[src/rtl/vx_ptw_sched.sv]
// vx_ptw_sched: round-robin scheduler that shares one page-table walker among NUM_REQS TLB-miss ports.
// Optional feature macro PTW_SCHED_COALESCE_EN: one walk completes every pending requester with the same VPN.
module vx_ptw_sched #(
    parameter int NUM_REQS       = 4,
    parameter int ADDR_WIDTH     = 32,
    parameter int PAGE_SIZE      = 4096,
    parameter int TIMEOUT_CYCLES = 1024,
    localparam int VPN_W         = ADDR_WIDTH - $clog2(PAGE_SIZE)
) (
    input  logic                      clk,
    input  logic                      reset,
    input  logic [NUM_REQS-1:0]       miss_valid,
    input  logic [NUM_REQS*VPN_W-1:0] miss_vpn,
    output logic [NUM_REQS-1:0]       miss_ready,
    output logic                      walk_req_valid,
    output logic [VPN_W-1:0]          walk_req_vpn,
    input  logic                      walk_req_ready,
    input  logic                      walk_rsp_valid,
    input  logic [VPN_W-1:0]          walk_rsp_ppn,
    input  logic                      walk_rsp_fault,
    output logic [NUM_REQS-1:0]       rsp_valid,
    output logic [VPN_W-1:0]          rsp_ppn,
    output logic                      rsp_fault,
    output logic                      fill_valid,
    output logic [VPN_W-1:0]          fill_vpn,
    output logic [VPN_W-1:0]          fill_ppn,
    output logic                      busy
);
    localparam int RR_W = (NUM_REQS > 1) ? $clog2(NUM_REQS) : 1;
    localparam int TO_W = (TIMEOUT_CYCLES > 1) ? $clog2(TIMEOUT_CYCLES) : 1;
    localparam logic [TO_W-1:0] TO_LAST = TO_W'(TIMEOUT_CYCLES - 1);
    localparam logic [RR_W-1:0] RR_LAST = RR_W'(NUM_REQS - 1);

    typedef enum logic [1:0] {S_IDLE, S_ISSUE, S_WAIT, S_RESP} state_t;

    state_t              state, state_nxt;
    logic [NUM_REQS-1:0] pending;
    logic [VPN_W-1:0]    vpn_q [NUM_REQS];
    logic [RR_W-1:0]     rr;
    logic [RR_W-1:0]     g_q;
    logic [VPN_W-1:0]    cur_vpn;
    logic [VPN_W-1:0]    ppn_q;
    logic                fault_q;
    logic [TO_W-1:0]     to_cnt;

    logic                grant_vld;
    logic [RR_W-1:0]     grant_idx;
    logic [NUM_REQS-1:0] done_mask;
    logic                to_hit;

    // First pending slot at or after rr, wrapping.
    always_comb begin
        grant_vld = 1'b0;
        grant_idx = '0;
        for (int k = 0; k < NUM_REQS; k++) begin
            if (!grant_vld && pending[(int'(rr) + k) % NUM_REQS]) begin
                grant_vld = 1'b1;
                grant_idx = RR_W'((int'(rr) + k) % NUM_REQS);
            end
        end
    end

    // Completion set, evaluated on registered pending/vpn_q during RESP.
    always_comb begin
        done_mask      = '0;
        done_mask[g_q] = 1'b1;
`ifdef PTW_SCHED_COALESCE_EN
        for (int j = 0; j < NUM_REQS; j++) begin
            if (pending[j] && (vpn_q[j] == cur_vpn)) done_mask[j] = 1'b1;
        end
`endif
    end

    assign to_hit = (TIMEOUT_CYCLES != 0) && (to_cnt == TO_LAST);

    always_ff @(posedge clk or posedge reset) begin
        if (reset) state <= S_IDLE;
        else       state <= state_nxt;
    end

    always_comb begin
        state_nxt      = state;
        walk_req_valid = 1'b0;
        rsp_valid      = '0;
        rsp_ppn        = '0;
        rsp_fault      = 1'b0;
        fill_valid     = 1'b0;
        fill_vpn       = '0;
        fill_ppn       = '0;
        case (state)
            S_IDLE:  if (grant_vld) state_nxt = S_ISSUE;
            S_ISSUE: begin
                walk_req_valid = 1'b1;
                if (walk_req_ready) state_nxt = S_WAIT;
            end
            S_WAIT:  if (walk_rsp_valid || to_hit) state_nxt = S_RESP;
            S_RESP: begin
                rsp_valid  = done_mask;
                rsp_ppn    = ppn_q;
                rsp_fault  = fault_q;
                fill_valid = !fault_q;
                if (!fault_q) begin
                    fill_vpn = cur_vpn;
                    fill_ppn = ppn_q;
                end
                state_nxt  = S_IDLE;
            end
            default: state_nxt = S_IDLE;
        endcase
    end

    always_ff @(posedge clk or posedge reset) begin
        if (reset) begin
            pending <= '0;
            for (int i = 0; i < NUM_REQS; i++) vpn_q[i] <= '0;
            rr      <= '0;
            g_q     <= '0;
            cur_vpn <= '0;
            ppn_q   <= '0;
            fault_q <= 1'b0;
            to_cnt  <= '0;
        end else begin
            for (int i = 0; i < NUM_REQS; i++) begin
                if (state == S_RESP && done_mask[i]) begin
                    pending[i] <= 1'b0;
                end else if (miss_valid[i] && !pending[i]) begin
                    pending[i] <= 1'b1;
                    vpn_q[i]   <= miss_vpn[i*VPN_W +: VPN_W];
                end
            end
            case (state)
                S_IDLE: if (grant_vld) begin
                    g_q     <= grant_idx;
                    cur_vpn <= vpn_q[grant_idx];
                    rr      <= (grant_idx == RR_LAST) ? '0 : grant_idx + 1'b1;
                end
                S_ISSUE: if (walk_req_ready) to_cnt <= '0;
                S_WAIT: begin
                    if (walk_rsp_valid) begin
                        ppn_q   <= walk_rsp_ppn;
                        fault_q <= walk_rsp_fault;
                    end else if (to_hit) begin
                        ppn_q   <= '0;
                        fault_q <= 1'b1;
                    end else begin
                        to_cnt  <= to_cnt + 1'b1;
                    end
                end
                default: ;
            endcase
        end
    end

    assign miss_ready   = ~pending;
    assign walk_req_vpn = cur_vpn;
    assign busy         = (state != S_IDLE);

endmodule

[config.mk]
export PLATFORM = sky130hd
export DESIGN_NAME = vx_ptw_sched
export DESIGN_NICKNAME = d
export VERILOG_FILES = /design/src/rtl/vx_ptw_sched.sv
export SDC_FILE = /design/constraint.sdc
export NUM_CORES = 1
export LEC_CHECK = 0
export ABC_AREA = 1
export BUFFER_PORTS_ARGS = -buffer_cell sky130_fd_sc_hd__buf_2
export CAP_MARGIN = 20
export CELL_PAD_IN_SITES_DETAIL_PLACEMENT = 1
export CELL_PAD_IN_SITES_GLOBAL_PLACEMENT = 1
export CORE_MARGIN = 1.5
export CORE_UTILIZATION = 35
export DETAILED_ROUTE_END_ITERATION = 16
export GPL_TIMING_DRIVEN = 0
export MAX_ROUTING_LAYER = met4
export PLACE_DENSITY = 0.87
export SLEW_MARGIN = 20
export SYNTH_ARGS = -nofsm -noshare
export SYNTH_HDL_FRONTEND = slang
export SYNTH_SLANG_ARGS = --single-unit
[constraint.sdc]
create_clock -name clk -period 5.2 [get_ports clk]
set_clock_uncertainty 0.05 [all_clocks]
set_input_delay 0.26 -clock clk [delete_from_list [all_inputs] [get_ports clk]]
set_output_delay 0.26 -clock clk [all_outputs]
set_load 0.005 [all_outputs]
==> flow_summary.json <==
{
  "gp_congestion": 0.901,
  "worstReg2RegStart": "state[0]$_DFFE_PP0P_",
  "cts_tree": "yes",
  "max_freq_mhz": 384,
  "grt_pass1_wl_mm": 38.6,
  "final_cells": 1407,
  "critical_path_class": "reg2reg",
  "synth_cell_types": 33,
  "place_hpwl_mm": 18.2,
  "rr_endpoint": "vpn_q[36]$_DFFE_PP0P_",
  "finalSetupViolations": 0,
  "ys_warn_count": 0,
  "syn_area_um2": 7070,
  "rrSetupSlack_ns": 2.59,
  "postRouteAntennaNets": 0,
  "area_growth_pct": 28.6,
  "cp_data_arrival_time_ns": 2.85,
  "reg2reg_depth": 6,
  "drt-pass1-iter-count": 5,
  "core_um2": 19700,
  "clock_latency_ns": 0.43,
  "synth_top_family_by_area": "simple AND/OR/NAND/NOR gates",
  "multi_input_area_um2": 2870,
  "drive_gt1_frac": 0.258,
  "rows": 51,
  "synthAdderAreaFrac": 0.00885,
  "start_util": 0.360,
  "p_leak_uw": 0.00501,
  "io_buffers": 200,
  "hold_depth": 3,
  "worstMarginPinSlew_ns": 0.720,
  "ys_ff_latch": 141,
  "drv_slew": 0,
  "grt_pass1_vias": 7409,
  "crit_path_end_kind": "register",
  "dieWidth_um": 145,
  "ctsResizeCount": 0,
  "grt_usage": 0.239,
  "synth_cells": 900,
  "min_from": "walk_rsp_ppn[2]",
  "min_to": "ppn_q[2]$_DFFE_PP0P_",
  "regArea_um2": 3530,
  "antenna_found_initial": 1,
  "grt-ovfl-total": 0,
  "wire_per_inst_um": 16.8,
  "rsz0062_at_grt": "no",
  "dp.cells": 1366,
  "met2_usage": 0.411,
  "synth_fp_nets": 1014,
  "muxShareOfSynthArea": 0.0318,
  "avgSynthCellArea_um2": 7.86,
  "period_share": 0.501,
  "clock-sinks": 141,
  "layout.nets": 1242,
  "powerDensity_nw_per_um2": 656,
  "ir_drop_mv": 0.318,
  "clkSlewWorstSetupHoldPaths_ns": 0.06,
  "use_met3": 0.0484,
  "fillers": 2533,
  "ctsHoldBuffers": 8,
  "drtIter0Drc": 252,
  "status": "finished clean",
  "final_common_cell": "nand2_1",
  "grt_max_degree": 102,
  "grt_use_met1": 0.280,
  "synth_area_leaders": "dfrtp_1 50%, nand2_1 12%, inv_1 6.3%",
  "yosys.area.top_type": "dfrtp_1",
  "synth-compound-area-share": 0.0867,
  "relSlewSlack": 0.520,
  "drt_drc_violations_left": 0,
  "synth_simple_gate_area_frac": 0.273,
  "cp_max_fo": 10,
  "post-cts-setup-buffer-count": 0,
  "die_h_um": 145,
  "num_io_pins": 201,
  "cp-start-kind": "register",
  "hold_path.class": "in2reg",
  "dr_total_vias": 6901,
  "synth_top_area_frac": 0.499,
  "drv_cap": 0,
  "fin_ws_ns": 2.59,
  "routed_wl_mm": 23.7,
  "most-common-layout-cells": "234 x nand2_1, 213 x buf_2, 141 x dfrtp_1, 118 x inv_1, 113 x nor2_1",
  "dieArea_um2": 21100,
  "drt-vias-per-instance": 4.90,
  "finalCriticalPeriod_ns": 2.61,
  "grt_busiest_layer": "met2",
  "htreeDepth": 4,
  "cts_root_buffer": "clkbuf_16",
  "cts_buffer_depth": 2,
  "worstPathRequired_ns": 5.44,
  "cts_buffers": 17,
  "pre_cts_slack_ns": 2.55,
  "hold_violations": 0,
  "yosysSeqAreaShare": 0.499,
  "synth-xor-area-share": 0.00495
}
==> state kept, by name, summed over array words and instances, names as in the netlist <==
register and cells:
fault_q 1, g_q 2, pending 4, ppn_q 20, rr 2, state 2
to_cnt 10, vpn_q 80, walk_req_vpn 20
==> worst max path at each step <==
stage / cells after the start / slack, ns / endpoint / startpoint
2_1_floorplan: 1 / 1.11 / fault_q$_DFFE_PP0P_ / reset
3_3_place_gp: 2 / -0.49 / ppn_q[3]$_DFFE_PP0P_ / reset
3_5_place_dp: 6 / 2.55 / vpn_q[37]$_DFFE_PP0P_ / state[0]$_DFFE_PP0P_
4_1_cts: 6 / 2.56 / vpn_q[36]$_DFFE_PP0P_ / state[0]$_DFFE_PP0P_
5_1_grt: 6 / 2.39 / vpn_q[39]$_DFFE_PP0P_ / state[0]$_DFFE_PP0P_
6_report: 6 / 2.59 / vpn_q[36]$_DFFE_PP0P_ / state[0]$_DFFE_PP0P_
==> per-stage QoR <==
stage          total power (µW)  instance area [µm²]   util  hold WS, ns  setup TNS (ns)
6_report                   5970                 9100  0.463       0.0180               0
5_1_grt                    6460                 9100  0.463      0.00939               0
3_5_place_dp               4750                 8440  0.429        0.214               0
3_3_place_gp               4590                 8400  0.428        0.419          -67.37
2_1_floorplan              3740                 7070      -        0.331               0
4_1_cts                    6000                 9090  0.463      0.00330               0
==> routing by layer <==
layer / share of wire / vias up
li1: - / 3300
met1: 0.43 / 3351
met2: 0.50 / 212
met3: 0.050 / 38
met4: 0.019 / 0
met5: 0 / -
==> report_power, final <==
group / internal, µW / leakage (µW) / switching (µW) / total [µW]
sequential: 1590 / 0.00163 / 274 / 1860
clock: 706 / 0.000272 / 496 / 1200
combinational: 1000 / 0.00311 / 1900 / 2900
total: 3300 / 0.00501 / 2670 / 5970
==> cell usage after synthesis <==
master,n
nand2_1,234
dfrtp_1,141
inv_1,119
nor2_1,113
a21oi_1,63
nand3_1,51
nand4_1,26
o21ai_0,23
mux2_2,20
clkbuf_1,17
a22o_1,16
buf_2,13
buf_1,7
nor3_1,7
o21ai_1,7
nand2_2,6
buf_4,5
ha_1,5
inv_2,4
nand3b_1,3
or2_2,3
xor2_1,3
nand3_2,2
nand3_4,2
nor2_2,2
buf_6,1
clkinv_1,1
inv_6,1
nor2_4,1
nor3_2,1
nor4_1,1
o21bai_1,1
xnor2_1,1
==> final cells by class <==
class / instances / area share
inverters: 125 / 0.0530
flip-flops and latches: 141 / 0.388
clock inverters: 14 / 0.0160
plain buffers: 43 / 0.0224
well taps: 265 / 0.0365
repair buffers: 209 / 0.122
clock buffers: 18 / 0.0472
diodes: 1 / 0.000275
multi-input cells: 591 / 0.315
==> worst max-delay path, stage by stage (launching register included) <==
cell      delay [ns]
dfrtp_1         0.41
ha_1            0.27
clkinv_1        0.29
nor3_1          0.40
nand3b_1        0.48
clkbuf_1        0.42
a21oi_1         0.14
==> logic make-up after synthesis <==
family | after synthesis
XOR/XNOR | 4
AO/OA/AOI/OAI | 110
flip-flops | 141
multiplexers | 20
AND/OR/NAND/NOR | 452
buffers and inverters | 168
adder cells (fa/ha/maj) | 5
No activity file was read; power rests on OpenSTA's default activity.
